$ cat src/rtl/decode_stage.sv
// decode_stage: instruction decode stage with a small decoded-entry FIFO.
//
// Instructions are decoded as they are accepted, and the buffer stores the
// decoded fields, so an accepted word appears at the output one cycle later.
//
// Handshake: a transfer happens on a rising edge where valid and ready are
// both high. The producer holds valid and its payload until that edge.
// in_ready never depends on out_ready in the same cycle.
//
// Ports:
//   clock, reset_n      single clock, asynchronous active-low reset
//   in_valid/in_ready   upstream handshake, in_insn is the raw instruction
//   flush               synchronous discard of everything buffered
//   out_valid/out_ready downstream handshake
//   out_opcode .. out_alu_op, out_imm, out_target, out_type, out_illegal
//                       decoded fields of the head entry (zero when idle)
//   decode_count        number of entries delivered downstream (wraps)
module decode_stage #(
  parameter int INSN_W = 32,
  parameter int DATA_W = 32,
  parameter int DEPTH  = 2
) (
  input  logic              clock,
  input  logic              reset_n,
  input  logic              in_valid,
  output logic              in_ready,
  input  logic [INSN_W-1:0] in_insn,
  input  logic              flush,
  output logic              out_valid,
  input  logic              out_ready,
  output logic [4:0]        out_opcode,
  output logic [4:0]        out_rd,
  output logic [4:0]        out_rs,
  output logic [4:0]        out_rt,
  output logic [4:0]        out_shamt,
  output logic [4:0]        out_alu_op,
  output logic [DATA_W-1:0] out_imm,
  output logic [26:0]       out_target,
  output logic [3:0]        out_type,
  output logic              out_illegal,
  output logic [15:0]       decode_count
);

  localparam int CNT_W = 2;
  localparam int PTR_W = 1;

  typedef struct packed {
    logic [4:0]        opcode;
    logic [4:0]        rd;
    logic [4:0]        rs;
    logic [4:0]        rt;
    logic [4:0]        shamt;
    logic [4:0]        alu_op;
    logic [DATA_W-1:0] imm;
    logic [26:0]       target;
    logic [3:0]        kind;     // one-hot {JII, JI, I, R}
    logic              illegal;
  } entry_t;

  entry_t           dec;
  entry_t           mem [DEPTH];
  entry_t           head_entry;
  logic [CNT_W-1:0] count;
  logic [PTR_W-1:0] head;
  logic [PTR_W-1:0] tail;
  logic             ready_en;  // low in reset and until the first edge after it
  logic             in_fire;
  logic             out_fire;

  function automatic logic [PTR_W-1:0] ptr_next(input logic [PTR_W-1:0] p);
    return (p == PTR_W'(DEPTH - 1)) ? '0 : p + 1'b1;
  endfunction

  // Combinational decode of the incoming word.
  always_comb begin
    dec         = '0;
    dec.opcode  = in_insn[31:27];
    dec.rd      = in_insn[26:22];
    dec.rs      = in_insn[21:17];
    dec.rt      = in_insn[16:12];
    dec.shamt   = in_insn[11:7];
    dec.alu_op  = (in_insn[31:27] == 5'b00000) ? in_insn[6:2] : 5'b00000;
    dec.imm     = DATA_W'($signed(in_insn[16:0]));
    dec.target  = in_insn[26:0];
    case (in_insn[31:27])
      5'b00000: begin
        // R-type only defines alu_op 0..7
        if (in_insn[6:2] <= 5'd7) dec.kind = 4'b0001;
        else                      dec.illegal = 1'b1;
      end
      5'b00101, 5'b00111, 5'b01000, 5'b00010, 5'b00110: dec.kind = 4'b0010;
      5'b00001, 5'b00011, 5'b10110, 5'b10101:           dec.kind = 4'b0100;
      5'b00100:                                         dec.kind = 4'b1000;
      default:                                          dec.illegal = 1'b1;
    endcase
  end

  assign in_ready = ready_en && (count < CNT_W'(DEPTH));
  assign out_valid = (count != '0);
  assign in_fire  = in_valid && in_ready;
  assign out_fire = out_valid && out_ready;

  always_ff @(posedge clock or negedge reset_n) begin
    if (!reset_n) begin
      count        <= '0;
      head         <= '0;
      tail         <= '0;
      decode_count <= '0;
      ready_en     <= 1'b0;
    end else begin
      ready_en <= 1'b1;
      if (flush) begin
        count <= '0;
        head  <= '0;
        tail  <= '0;
      end else begin
        if (in_fire) tail <= ptr_next(tail);
        if (out_fire) begin
          head         <= ptr_next(head);
          decode_count <= decode_count + 16'd1;
        end
        count <= count + CNT_W'(in_fire) - CNT_W'(out_fire);
      end
    end
  end

  // Payload storage needs no reset: it is only visible while count is nonzero.
  always_ff @(posedge clock) begin
    if (in_fire && !flush) mem[tail] <= dec;
  end

  assign head_entry = out_valid ? mem[head] : '0;

  assign out_opcode  = head_entry.opcode;
  assign out_rd      = head_entry.rd;
  assign out_rs      = head_entry.rs;
  assign out_rt      = head_entry.rt;
  assign out_shamt   = head_entry.shamt;
  assign out_alu_op  = head_entry.alu_op;
  assign out_imm     = head_entry.imm;
  assign out_target  = head_entry.target;
  assign out_type    = head_entry.kind;
  assign out_illegal = head_entry.illegal;

endmodule

$ cat config.mk
export PLATFORM = sky130hd
export DESIGN_NAME = decode_stage
export DESIGN_NICKNAME = d
export VERILOG_FILES = /design/src/rtl/decode_stage.sv
export SDC_FILE = /design/constraint.sdc
export NUM_CORES = 1
export LEC_CHECK = 0
export BUFFER_PORTS_ARGS = -buffer_cell sky130_fd_sc_hd__buf_4
export CAP_MARGIN = 20
export CELL_PAD_IN_SITES_DETAIL_PLACEMENT = 0
export CELL_PAD_IN_SITES_GLOBAL_PLACEMENT = 1
export CORE_MARGIN = 1
export CORE_UTILIZATION = 40
export CTS_CLUSTER_DIAMETER = 50
export DETAILED_ROUTE_END_ITERATION = 8
export PLACE_DENSITY = 0.82
export SYNTH_ARGS = -nofsm -noshare
export SYNTH_HDL_FRONTEND = slang
export SYNTH_SLANG_ARGS = --single-unit
$ cat constraint.sdc
create_clock -name clock -period 5.8 [get_ports clock]
set_input_delay 0 -clock clock [delete_from_list [all_inputs] [get_ports clock]]
set_output_delay 0 -clock clock [all_outputs]
set_load 0.02 [all_outputs]
==> results of run 1 <==
==> metal layers <==
layer	routed length (microns)	global-route usage	up-vias	share of wire
met5	0	0	-	0
met4	150	0.0611	0	0.017
met3	603	0.0394	11	0.068
met2	4540	0.264	107	0.51
met1	3620	0.179	1395	0.41
li1	-	-	1419	-
==> final timing paths <==
| path | start | end | slack (ps) |
|---|---|---|---|
| worst max-delay path | count[0] | out_imm[24] | 3440 |
| worst min-delay path | reset_n | decode_count[15] | 70 |
| worst max register to register | count[1] | mem[1][79] | 3860 |
| worst min register to register | decode_count[15] | decode_count[15] | 490 |
| max in group asynchronous | reset_n | head | 5490 |
| min in group clock | in_valid | tail | 110 |
==> kinds of logic after synthesis <==
family	count (synthesis)	synth area share
flip-flops	105	0.649
AND/OR/NAND/NOR	94	0.0972
buffers and inverters	69	0.100
multiplexers	43	0.0919
XOR/XNOR	20	0.0373
AO/OA/AOI/OAI	10	0.0162
adder cells (fa/ha/maj)	3	0.00799
other	1	0.000798
==> flip-flops by register name, indices dropped and copies added, names as in the netlist <==
signal	flops
decode_count	16
ready_en	1
head	1
count	2
tail	1
mem	84
==> through the flow <==
step	hold WS (ps)	util	area, sq um	setup slack (ps)	total power (uW)
after CTS	74.2	0.542	6190	3320	2680
after detailed placement	-97.5	0.488	5580	3690	2100
after global routing	89.6	0.542	6190	3140	2810
after global placement	-104	0.488	5580	3760	2090
final	74.7	0.542	6190	3440	2650
after floorplan	-296	-	4700	1150	1770
==> cell usage in the layout (no fill, tap or decap), types with 2 or more instances in the layout <==
master / Yosys / routed
inv_1: 4 / 4
nand3_1: 8 / 8
clkbuf_16: 0 / 9
clkinv_4: 0 / 2
nor4_1: 2 / 2
xnor2_1: 13 / 13
nor2_4: 1 / 2
ha_1: 3 / 3
inv_6: 0 / 3
and2_1: 6 / 6
dlygate4sd3_1: 0 / 34
buf_4: 52 / 151
nor2b_1: 4 / 4
edfxtp_1: 84 / 84
o21ai_0: 3 / 3
nand4_1: 5 / 5
dfrtp_1: 21 / 20
xor2_1: 7 / 7
mux2i_1: 42 / 42
nand2_1: 6 / 6
nor3_1: 4 / 3
nor2_1: 50 / 49
==> repair_timing <==
item,in CTS,in global routing
hold buffers,34,0
resized for setup,0,0
endpoints found under the hold margin,95,0
==> where the power goes <==
part / internal [uW] / total, uW / leakage (uW) / switching (uW)
Combinational: 482 / 1190 / 0.00136 / 706
Sequential: 862 / 901 / 0.00104 / 38.8
Clock: 295 / 562 / 0.000138 / 267
Total: 1640 / 2650 / 0.00254 / 1010
==> worst reg2reg max path: stages, from the launching register on <==
cell and delay (ps):
dfrtp_1 470, nor2b_1 210, nand2_1 180, nor3b_2 210, buf_4 500
==> synthesized netlist by cell type, types with 2 or more instances <==
cell type	n	area, sq um
and2_1	6	37.5
buf_2	7	35.0
buf_4	52	390
clkbuf_1	5	18.8
dfrtp_1	21	526
edfxtp_1	84	2520
ha_1	3	37.5
inv_1	4	15.0
mux2i_1	42	420
nand2_1	6	22.5
nand3_1	8	40.0
nand4_1	5	31.3
nor2_1	50	188
nor2b_1	4	25.0
nor3_1	4	20.0
nor3b_1	2	15.0
nor4_1	2	12.5
o21ai_0	3	15.0
xnor2_1	13	114
xor2_1	7	61.3
==> area by class of cell <==
cell class | count | area [sq um] | share of cell area
flip-flops and latches | 105 | 3050 | 0.492
clock inverters | 7 | 52.6 | 0.00848
well taps | 143 | 179 | 0.0289
repair buffers | 185 | 1470 | 0.238
inverters | 4 | 15.0 | 0.00242
multi-input cells | 171 | 1200 | 0.194
clock buffers | 9 | 225 | 0.0364
==> out/qor.csv, run 1 <==
stage,metric,value,unit
routing,wl,8910,microns
routing,drt_iter0_drc,139,
routing,num_vias,2932,
routing,drtPass1Iterations,4,
grt,grt_max_degree,44,
timing,drv_slew,0,
grt,track_usage,0.152,
clock_tree,clockRootBuffer,clkbuf_16,
clock_tree,clock_path_buffers,2,
final_layout,syn2layout_area_growth,31.8,%
routing,vias_per_cell,4.70,
clock_tree,clk_latency,340,ps
clock_tree,cts_made_buffers,9,
die,dieArea,0.0122,sq mm
yosys,async_flop_share,0.200,
final_layout,layout-drive-gt1-share,0.366,
pwr,power.leakage,0.00254,uW
flow_run,drv_cap,0,
setup_path,cpPeakStageDelay,780,ps
routing,ant_nets,0,
timing,period_minus_slack,2360,ps
yosys,synth_nets,385,
setup_path,cp-end-kind,output pin,
routing,wl_per_cell,14.3,microns
place,dp_cells,574,
grt,grt_antenna_before_repair,0,
yosys,synth_cells,345,
grt,grt_pass1_wl,13600,microns
yosys,ys_seq_area_frac,0.649,
timing,tns,0,ps
setup_path,required,5800,ps
setup_path,worstRegToRegCells,4,
clock_tree,postCtsSetupRepairBufs,0,
timing,relSlewSlack,0.347,
setup_path,criticalPathCategory,reg -> out,
clock_tree,htree_levels,3,
setup_path,cp.depth,3,
timing,tightest_slew,977,ps
die,rows,39,
setup_path,cpMaxStageDelayCell,nor2_4,
place,hpwl,5700,microns
status,status,"complete, no violations",
final_layout,antenna_cells,0,
die,start_util,0.412,
setup_path,cp_max_fo,43,
setup_path,cpLargestDelayFamily,simple AND/OR/NAND/NOR gates,
setup_path,crit_chain,"nor2_4, nor2_1, buf_4",
setup_path,worstPathArrival,2360,ps
clock_tree,clk_pin_slew,70,ps
yosys,ys_types,37,
grt,grt_pass1_vias,2787,
timing,finalSetupViolCount,0,
yosys,synth.avg_cell_area,13.6,sq um
die,core_area,0.0114,sq mm
timing,fmax,0.424,GHz
clock_tree,cts_tree,yes,
pwr,ir_drop,0.234,mV
timing,grt_setup_unrepaired,no,
timing,hold_viol,0,
final_layout,instances_no_fill,624,
place,routabilityCongestion,0.726,
die,fp.dieW,110,microns
yosys,synth-main-ff-cell,edfxtp_1,
place,portBuffers,148,
timing,finalCritPeriodShare,0.406,
yosys,synth_edf_count,84,
pwr,powerDensity,428,mW/mm^2
setup_path,crit_buf_inv,1,
routing,remaining_drc_errors,0,
final_layout,fillers,998,
yosys,ys.warnings.count,0,
die,io_pins,149,
min_path,hold_path_class,in -> async,
die,fp.dieH,110,microns
timing,worst_clock_skew,6.27,ps
yosys,synth_seq_cells,105,
clock_tree,numClockSinks,105,
final_layout,layout.nets,516,
setup_path,start_kind,register,
yosys,syn-cell-area,0.00470,sq mm
grt,grt-ovfl-total,0,
No activity file was read; power rests on OpenSTA's default activity.
==> inputs of run 2 (changes only) <==
Settings changed: ABC_AREA set to 1, CORE_UTILIZATION 40 to 39, PLACE_DENSITY 0.82 to 0.83.
Clock period 5.8 ns to 2.5 ns, I/O delays scaled along.
==> out/qor.csv, run 2 <==
stage,metric,value,unit,change
routing,num_vias,3451,,was 2932
setup_path,worstPathArrival,1820,ps,was 2360 ps
clock_tree,cts_made_buffers,9,,unchanged
clock_tree,htree_levels,3,,unchanged
yosys,synth_xor_area_frac,0.0182,,was 0.0373
clock_tree,clock_path_buffers,2,,unchanged
yosys,syn-cell-area,0.00480,sq mm,was 0.00470 sq mm
die,io_pins,149,,unchanged
grt,track_usage,0.163,,was 0.152
pwr,combPwrFrac,0.402,,was 0.448
yosys,netlist_top_cells_area,"edfxtp_1 52%, dfrtp_1 11%, nand2_1 10%",,"was edfxtp_1 54%, dfrtp_1 11%, mux2i_1 8.9%"
timing,hold_viol,0,,unchanged
clock_tree,clk_latency,340,ps,about the same
final_layout,final_common_cell,buf_4,,unchanged
timing,tns,0,ps,unchanged
die,rows,40,,was 39
clock_tree,postCtsSetupRepairBufs,0,,unchanged
final_layout,largest_register_ff_count,84,,unchanged
yosys,synth_compound_gate_area_share,0.0544,,was 0.0162
pwr,switching_share,0.376,,was 0.382
timing,finalCritPeriodShare,0.726,,
die,start_util,0.400,,was 0.412
timing,drv_slew,0,,unchanged
place,routabilityCongestion,0.762,,was 0.726
timing,grt_setup_unrepaired,no,,unchanged
yosys,synth.avg_cell_area,10.6,sq um,was 13.6 sq um
place,dp_cells,688,,was 574
pwr,p_seq_frac,0.367,,was 0.340
min_path,hold_path_class,in -> reg,,was in -> async
pwr,power.total,5690,uW,was 2650 uW
yosys,synth_seq_cells,105,,unchanged
final_layout,final_util,0.528,,was 0.542
yosys,yosysMostFrequentCell,nand2_1,,was edfxtp_1
setup_path,cp_max_fo,41,,was 43
yosys,synth_edf_count,84,,unchanged
final_layout,layout.nets,627,,was 516
yosys,async_flop_share,0.200,,unchanged
pwr,clock_power_share,0.231,,was 0.212
pwr,power.leakage,0.00276,uW,was 0.00254 uW
yosys,synth_top_area_share,0.525,,was 0.537
final_layout,final_cell_mix,"154 x buf_4, 128 x nand2_1, 84 x edfxtp_1, 43 x a21oi_1, 34 x dlygate4sd3_1",,"was 151 x buf_4, 84 x edfxtp_1, 49 x nor2_1, 42 x mux2i_1, 34 x dlygate4sd3_1"
final_layout,regMostFlops,mem,,unchanged
setup_path,start_kind,register,,unchanged
clock_tree,cts_tree,yes,,unchanged
yosys,yosys.area.top_type,edfxtp_1,,unchanged
routing,remaining_drc_errors,0,,unchanged
clock_tree,numClockSinks,105,,unchanged
clock_tree,cts_resized,0,,unchanged
routing,drt_iter0_drc,192,,was 139
die,core_area,0.0120,sq mm,was 0.0114 sq mm
pwr,powerDensity,898,mW/mm^2,was 428 mW/mm^2
yosys,ys_top_cells_by_count,"128 x nand2_1, 84 x edfxtp_1, 52 x buf_4",,"was 84 x edfxtp_1, 52 x buf_4, 50 x nor2_1"
place,portBuffers,148,,unchanged
yosys,ys_seq_area_frac,0.634,,was 0.649
timing,fin_ws,685,ps,was 3440 ps
die,dieArea,0.0128,sq mm,was 0.0122 sq mm
setup_path,required,2500,ps,was 5800 ps
final_layout,antenna_cells,0,,unchanged
grt,grt_max_degree,44,,unchanged
timing,worst_clock_skew,6.70,ps,was 6.27 ps
die,fp.dieW,113,microns,was 110 microns
grt,grt_antenna_before_repair,0,,unchanged
grt,grt_pass1_wl,16000,microns,was 13600 microns
timing,period_minus_slack,1820,ps,
status,status,"complete, no violations",,unchanged
clock_tree,holdBufCountCts,34,,unchanged
grt,grt-ovfl-total,0,,unchanged
final_layout,layout-drive-gt1-share,0.311,,was 0.366
timing,finalSetupViolCount,0,,unchanged
timing,relSlewSlack,0.608,,was 0.347
yosys,synth_top_family_by_area,simple AND/OR/NAND/NOR gates,,was buffers and inverters
yosys,synth_nets,493,,was 385
setup_path,criticalPathCategory,reg -> out,,unchanged
pwr,ir_drop,0.573,mV,was 0.234 mV
pwr,p_sw,2140,uW,was 1010 uW
final_layout,top_regs,"mem (84), decode_count (16), count (2)",,unchanged
timing,tightest_slew,589,ps,was 977 ps
place,place_ws,696,ps,was 3690 ps
flow_run,drv_cap,0,,unchanged
timing,fmax,0.551,GHz,
setup_path,cp-end-kind,output pin,,unchanged
routing,wl,10200,microns,was 8910 microns
pwr,p_int,3550,uW,was 1640 uW
yosys,ys.warnings.count,0,,unchanged
routing,wl_per_cell,13.8,microns,was 14.3 microns
die,fp.dieH,113,microns,was 110 microns
yosys,yosys.area_share.adder,0.00781,,was 0.00799
final_layout,instances_no_fill,738,,was 624
yosys,synth-main-ff-cell,edfxtp_1,,unchanged
yosys,synth_cells,453,,was 345
place,hpwl,6550,microns,was 5700 microns
routing,vias_per_cell,4.68,,was 4.70
yosys,yosys.area_share.simple,0.167,,was 0.0972
grt,grt_pass1_vias,3280,,was 2787
clock_tree,clockRootBuffer,clkbuf_16,,unchanged
routing,ant_nets,0,,unchanged
final_layout,syn2layout_area_growth,31.9,%,was 31.8%
routing,drtPass1Iterations,4,,unchanged
clock_tree,clk_pin_slew,70,ps,about the same
yosys,synthMuxAreaShare,0,,was 0.0919
yosys,ys_types,31,,was 37
run 2: changes by cell type after synthesis, sizes merged, moves of 3 or more:
| cell | change |
|---|---|
| buf | -3 |
| nand3 | +4 |
| xnor2 | -7 |
| nor2 | -18 |
| a21oi | +42 |
| inv | +27 |
| xor2 | -3 |
| clkbuf | +3 |
| and2 | -6 |
| nor2b | -4 |
| mux2i | -42 |
| nand2 | +125 |
run 2: layout make-up:
type                            count  area, sq um
Clock buffer                        9          225
Clock inverter                      6         53.8
Fill cell                        1039         5670
Inverter                           32          120
Multi-Input combinational cell    251         1210
Sequential cell                   105         3050
Tap cell                          147          184
Timing Repair Buffer              188         1500
run 2: logic make-up after synthesis:
group	after synthesis
compound gates	51
xor+xnor	10
fa+ha+maj	3
buf+inv	97
flops	105
other cells	1
simple gates	186
run 2: metrics by stage:
stage / area [sq um] / hold WS (ps)
after detailed placement: 5710 / -85.2
final: 6340 / 35.1
after floorplan: 4810 / -296
after CTS: 6330 / 23.5
after global placement: 5710 / -89.7
after global routing: 6340 / 47.3
run 2: layer usage:
metal / vias to the layer above / routed length [microns] / GRT usage
met5: - / 0 / 0
li1: 1712 / - / -
met2: 119 / 4980 / 0.287
met4: 0 / 126 / 0.0526
met1: 1611 / 4450 / 0.200
met3: 9 / 596 / 0.0348
run 2: power groups by stage:
stage	logic [uW]	registers, uW	clock network, uW
after floorplan	1560	2150	0
after global placement	2240	2120	0
after detailed placement	2250	2120	0
after CTS	2300	2090	1360
after global routing	2450	2100	1440
final	2290	2090	1320
run 2: final timing paths:
kind                             startpoint               end  slack [ps]  cells past startpoint
max in group asynchronous           reset_n              head        2180                      2
setup reg to reg                   count[1]        mem[0][34]         700                      5
min in group asynchronous           reset_n  decode_count[13]          90                      2
hold / removal                    out_ready   decode_count[0]          40                      3
hold reg to reg            decode_count[15]  decode_count[15]         520                      2
setup / recovery                   count[1]       out_imm[10]         680                      4
run 2: worst max-delay path: stages (launching register included):
cell	delay [ps]
dfrtp_1	450
nor2_4	190
buf_4	460
a21oi_1	160
buf_4	200
==> inputs of run 3 (changes only) <==
Settings changed: CORE_UTILIZATION 39 to 35, PLACE_DENSITY 0.83 to 0.79.
Clock period 2.5 ns to 1.5 ns, I/O delays scaled along.
==> out/qor.csv, run 3 (synthesized netlist as in run 2, its figures left out) <==
stage,metric,value,unit,change
grt,track_usage,0.161,,was 0.163
timing,fmax,0.597,GHz,
flow_run,drv_cap,0,,unchanged
final_layout,syn2layout_area_growth,59.5,%,was 31.9%
timing,grt_setup_unrepaired,yes,,was no
routing,wl_per_cell,15.2,microns,was 13.8 microns
final_layout,largest_register_ff_count,84,,unchanged
pwr,p_sw,4350,uW,was 2140 uW
timing,worst_clock_skew,5.06,ps,was 6.70 ps
final_layout,antenna_cells,0,,unchanged
status,violations,setup timing,,
routing,vias_per_cell,4.62,,was 4.68
pwr,powerDensity,1540,mW/mm^2,was 898 mW/mm^2
final_layout,regMostFlops,mem,,unchanged
timing,tns,-9520,ps,was 0 ps
pwr,switching_share,0.368,,was 0.376
setup_path,cp_max_fo,6,,was 41
grt,grt_pass1_wl,17700,microns,was 16000 microns
final_layout,layout-drive-gt1-share,0.424,,was 0.311
setup_path,start_kind,register,,unchanged
clock_tree,clock_path_buffers,2,,unchanged
final_layout,layout.nets,664,,was 627
place,portBuffers,148,,unchanged
pwr,power.leakage,0.00315,uW,was 0.00276 uW
grt,grt_pass1_vias,3484,,was 3280
min_path,hold_path_class,in -> reg,,unchanged
pwr,ir_drop,0.717,mV,was 0.573 mV
final_layout,fillers,1060,,was 1039
grt,grt_antenna_before_repair,0,,unchanged
min_path,hold_path_depth,3,,unchanged
clock_tree,htree_levels,3,,unchanged
setup_path,required,1500,ps,was 2500 ps
die,fp.dieH,119,microns,was 113 microns
timing,hold_viol,0,,unchanged
final_layout,final_common_cell,nand2_1,,was buf_4
die,rows,42,,was 40
place,hpwl,7150,microns,was 6550 microns
status,status,finished with violations,,"was complete, no violations"
place,routabilityCongestion,0.779,,was 0.762
setup_path,cp-end-kind,output pin,,unchanged
timing,drv_slew,0,,unchanged
place,place_area,0.00595,sq mm,was 0.00571 sq mm
clock_tree,cts_made_buffers,9,,unchanged
routing,ant_nets,0,,unchanged
final_layout,instances_no_fill,805,,was 738
clock_tree,clk_pin_slew,70,ps,about the same
routing,num_vias,3719,,was 3451
final_layout,multi_input_area,0.00162,sq mm,was 0.00121 sq mm
pwr,combPwrFrac,0.512,,was 0.402
routing,wl,12200,microns,was 10200 microns
timing,period_minus_slack,1670,ps,
pwr,p_seq_frac,0.293,,was 0.367
die,io_pins,149,,unchanged
setup_path,criticalPathCategory,reg -> out,,unchanged
die,start_util,0.361,,was 0.400
place,dp_cells,733,,was 688
routing,drt_iter0_drc,166,,was 192
timing,finalCritPeriodShare,1.12,,
timing,hold_ws,39.8,ps,was 35.1 ps
final_layout,register_area,0.00305,sq mm,about the same
final_layout,final_cell_mix,"127 x nand2_1, 88 x buf_4, 84 x edfxtp_1, 83 x buf_6, 34 x dlygate4sd3_1",,"was 154 x buf_4, 128 x nand2_1, 84 x edfxtp_1, 43 x a21oi_1, 34 x dlygate4sd3_1"
timing,finalSetupViolCount,101,,was 0
pwr,clock_power_share,0.195,,was 0.231
routing,drtPass1Iterations,4,,unchanged
clock_tree,numClockSinks,105,,unchanged
pwr,p_int,7480,uW,was 3550 uW
clock_tree,clockRootBuffer,clkbuf_16,,unchanged
die,dieArea,0.0142,sq mm,was 0.0128 sq mm
grt,grt_max_degree,38,,was 44
clock_tree,clk_latency,350,ps,was 340 ps
timing,fin_ws,-174,ps,was 685 ps
clock_tree,cts_tree,yes,,unchanged
setup_path,worstRegToRegCells,9,,was 5
grt,grt-ovfl-total,0,,unchanged
die,core_area,0.0133,sq mm,was 0.0120 sq mm
routing,remaining_drc_errors,0,,unchanged
pwr,power.total,11800,uW,was 5690 uW
final_layout,stdcell_area,0.00766,sq mm,was 0.00634 sq mm
final_layout,top_regs,"mem (84), decode_count (16), count (2)",,unchanged
die,fp.dieW,119,microns,was 113 microns
setup_path,worstPathArrival,1670,ps,was 1820 ps
-- run 3: changes by cell type in the layout (fill, tap and decap cells not counted), moves of 3 or more --
cell	previous run	this run
a21oi_4	0	29
buf_6	0	83
a21oi_2	0	9
buf_4	154	88
buf_16	0	3
a21oi_1	43	5
buf_12	0	12
clkbuf_16	9	12
inv_1	30	27
-- run 3: path summary, 6_finish.rpt --
path                                   from  slack (ps)          endpoint
max                                count[1]        -170       out_imm[11]
min                               out_ready          40   decode_count[0]
max reg2reg                        count[1]         -90          count[1]
min reg2reg                decode_count[15]         520  decode_count[15]
max in group asynchronous           reset_n        1180              head
min in group asynchronous           reset_n          70   decode_count[8]
-- run 3: final cells by class --
cell class | instances | share of cell area
timing repair buffer | 225 | 0.308
clock inverter | 6 | 0.00767
sequential | 105 | 0.398
clock buffer | 10 | 0.0299
multi-input combinational | 251 | 0.211
tap | 176 | 0.0287
inverter | 32 | 0.0168
-- run 3: stage by stage --
step,utilization,setup WS [ps]
after global placement,0.448,-14.6
after CTS,0.528,-159
after floorplan,-,-299
after global routing,0.577,-228
after detailed placement,0.448,-89.7
final,0.577,-174
-- run 3: power groups by stage --
stage	sequential, uW	combinational [uW]	clock, uW
5_1_grt	3490	6360	2450
6_report	3470	6060	2310
2_1_floorplan	3580	2610	0
3_3_place_gp	3520	4010	0
4_1_cts	3470	5040	2340
3_5_place_dp	3520	4040	0
-- run 3: worst max-delay path, cell delays in order, from the launching register on --
cell and delay [ps]:
dfrtp_1 400, buf_6 120, nor2_4 40, buf_8 140
buf_12 130, buf_16 140, a21oi_4 200, buf_6 150
-- run 3: metal layers --
metal / track usage / up-vias / routed length (microns)
li1: - / 1793 / -
met1: 0.199 / 1784 / 5130
met2: 0.278 / 130 / 6190
met3: 0.0292 / 12 / 699
met4: 0.0641 / 0 / 191
met5: 0 / - / 0
-- run 3: repair_timing --
action	CTS	global route
hold endpoints to repair	89	0
endpoints found under the setup margin	96	141
hold buffers	34	0
setup buffers	7	10
cloned	4	4
pin swaps	4	5
resized for setup	66	104
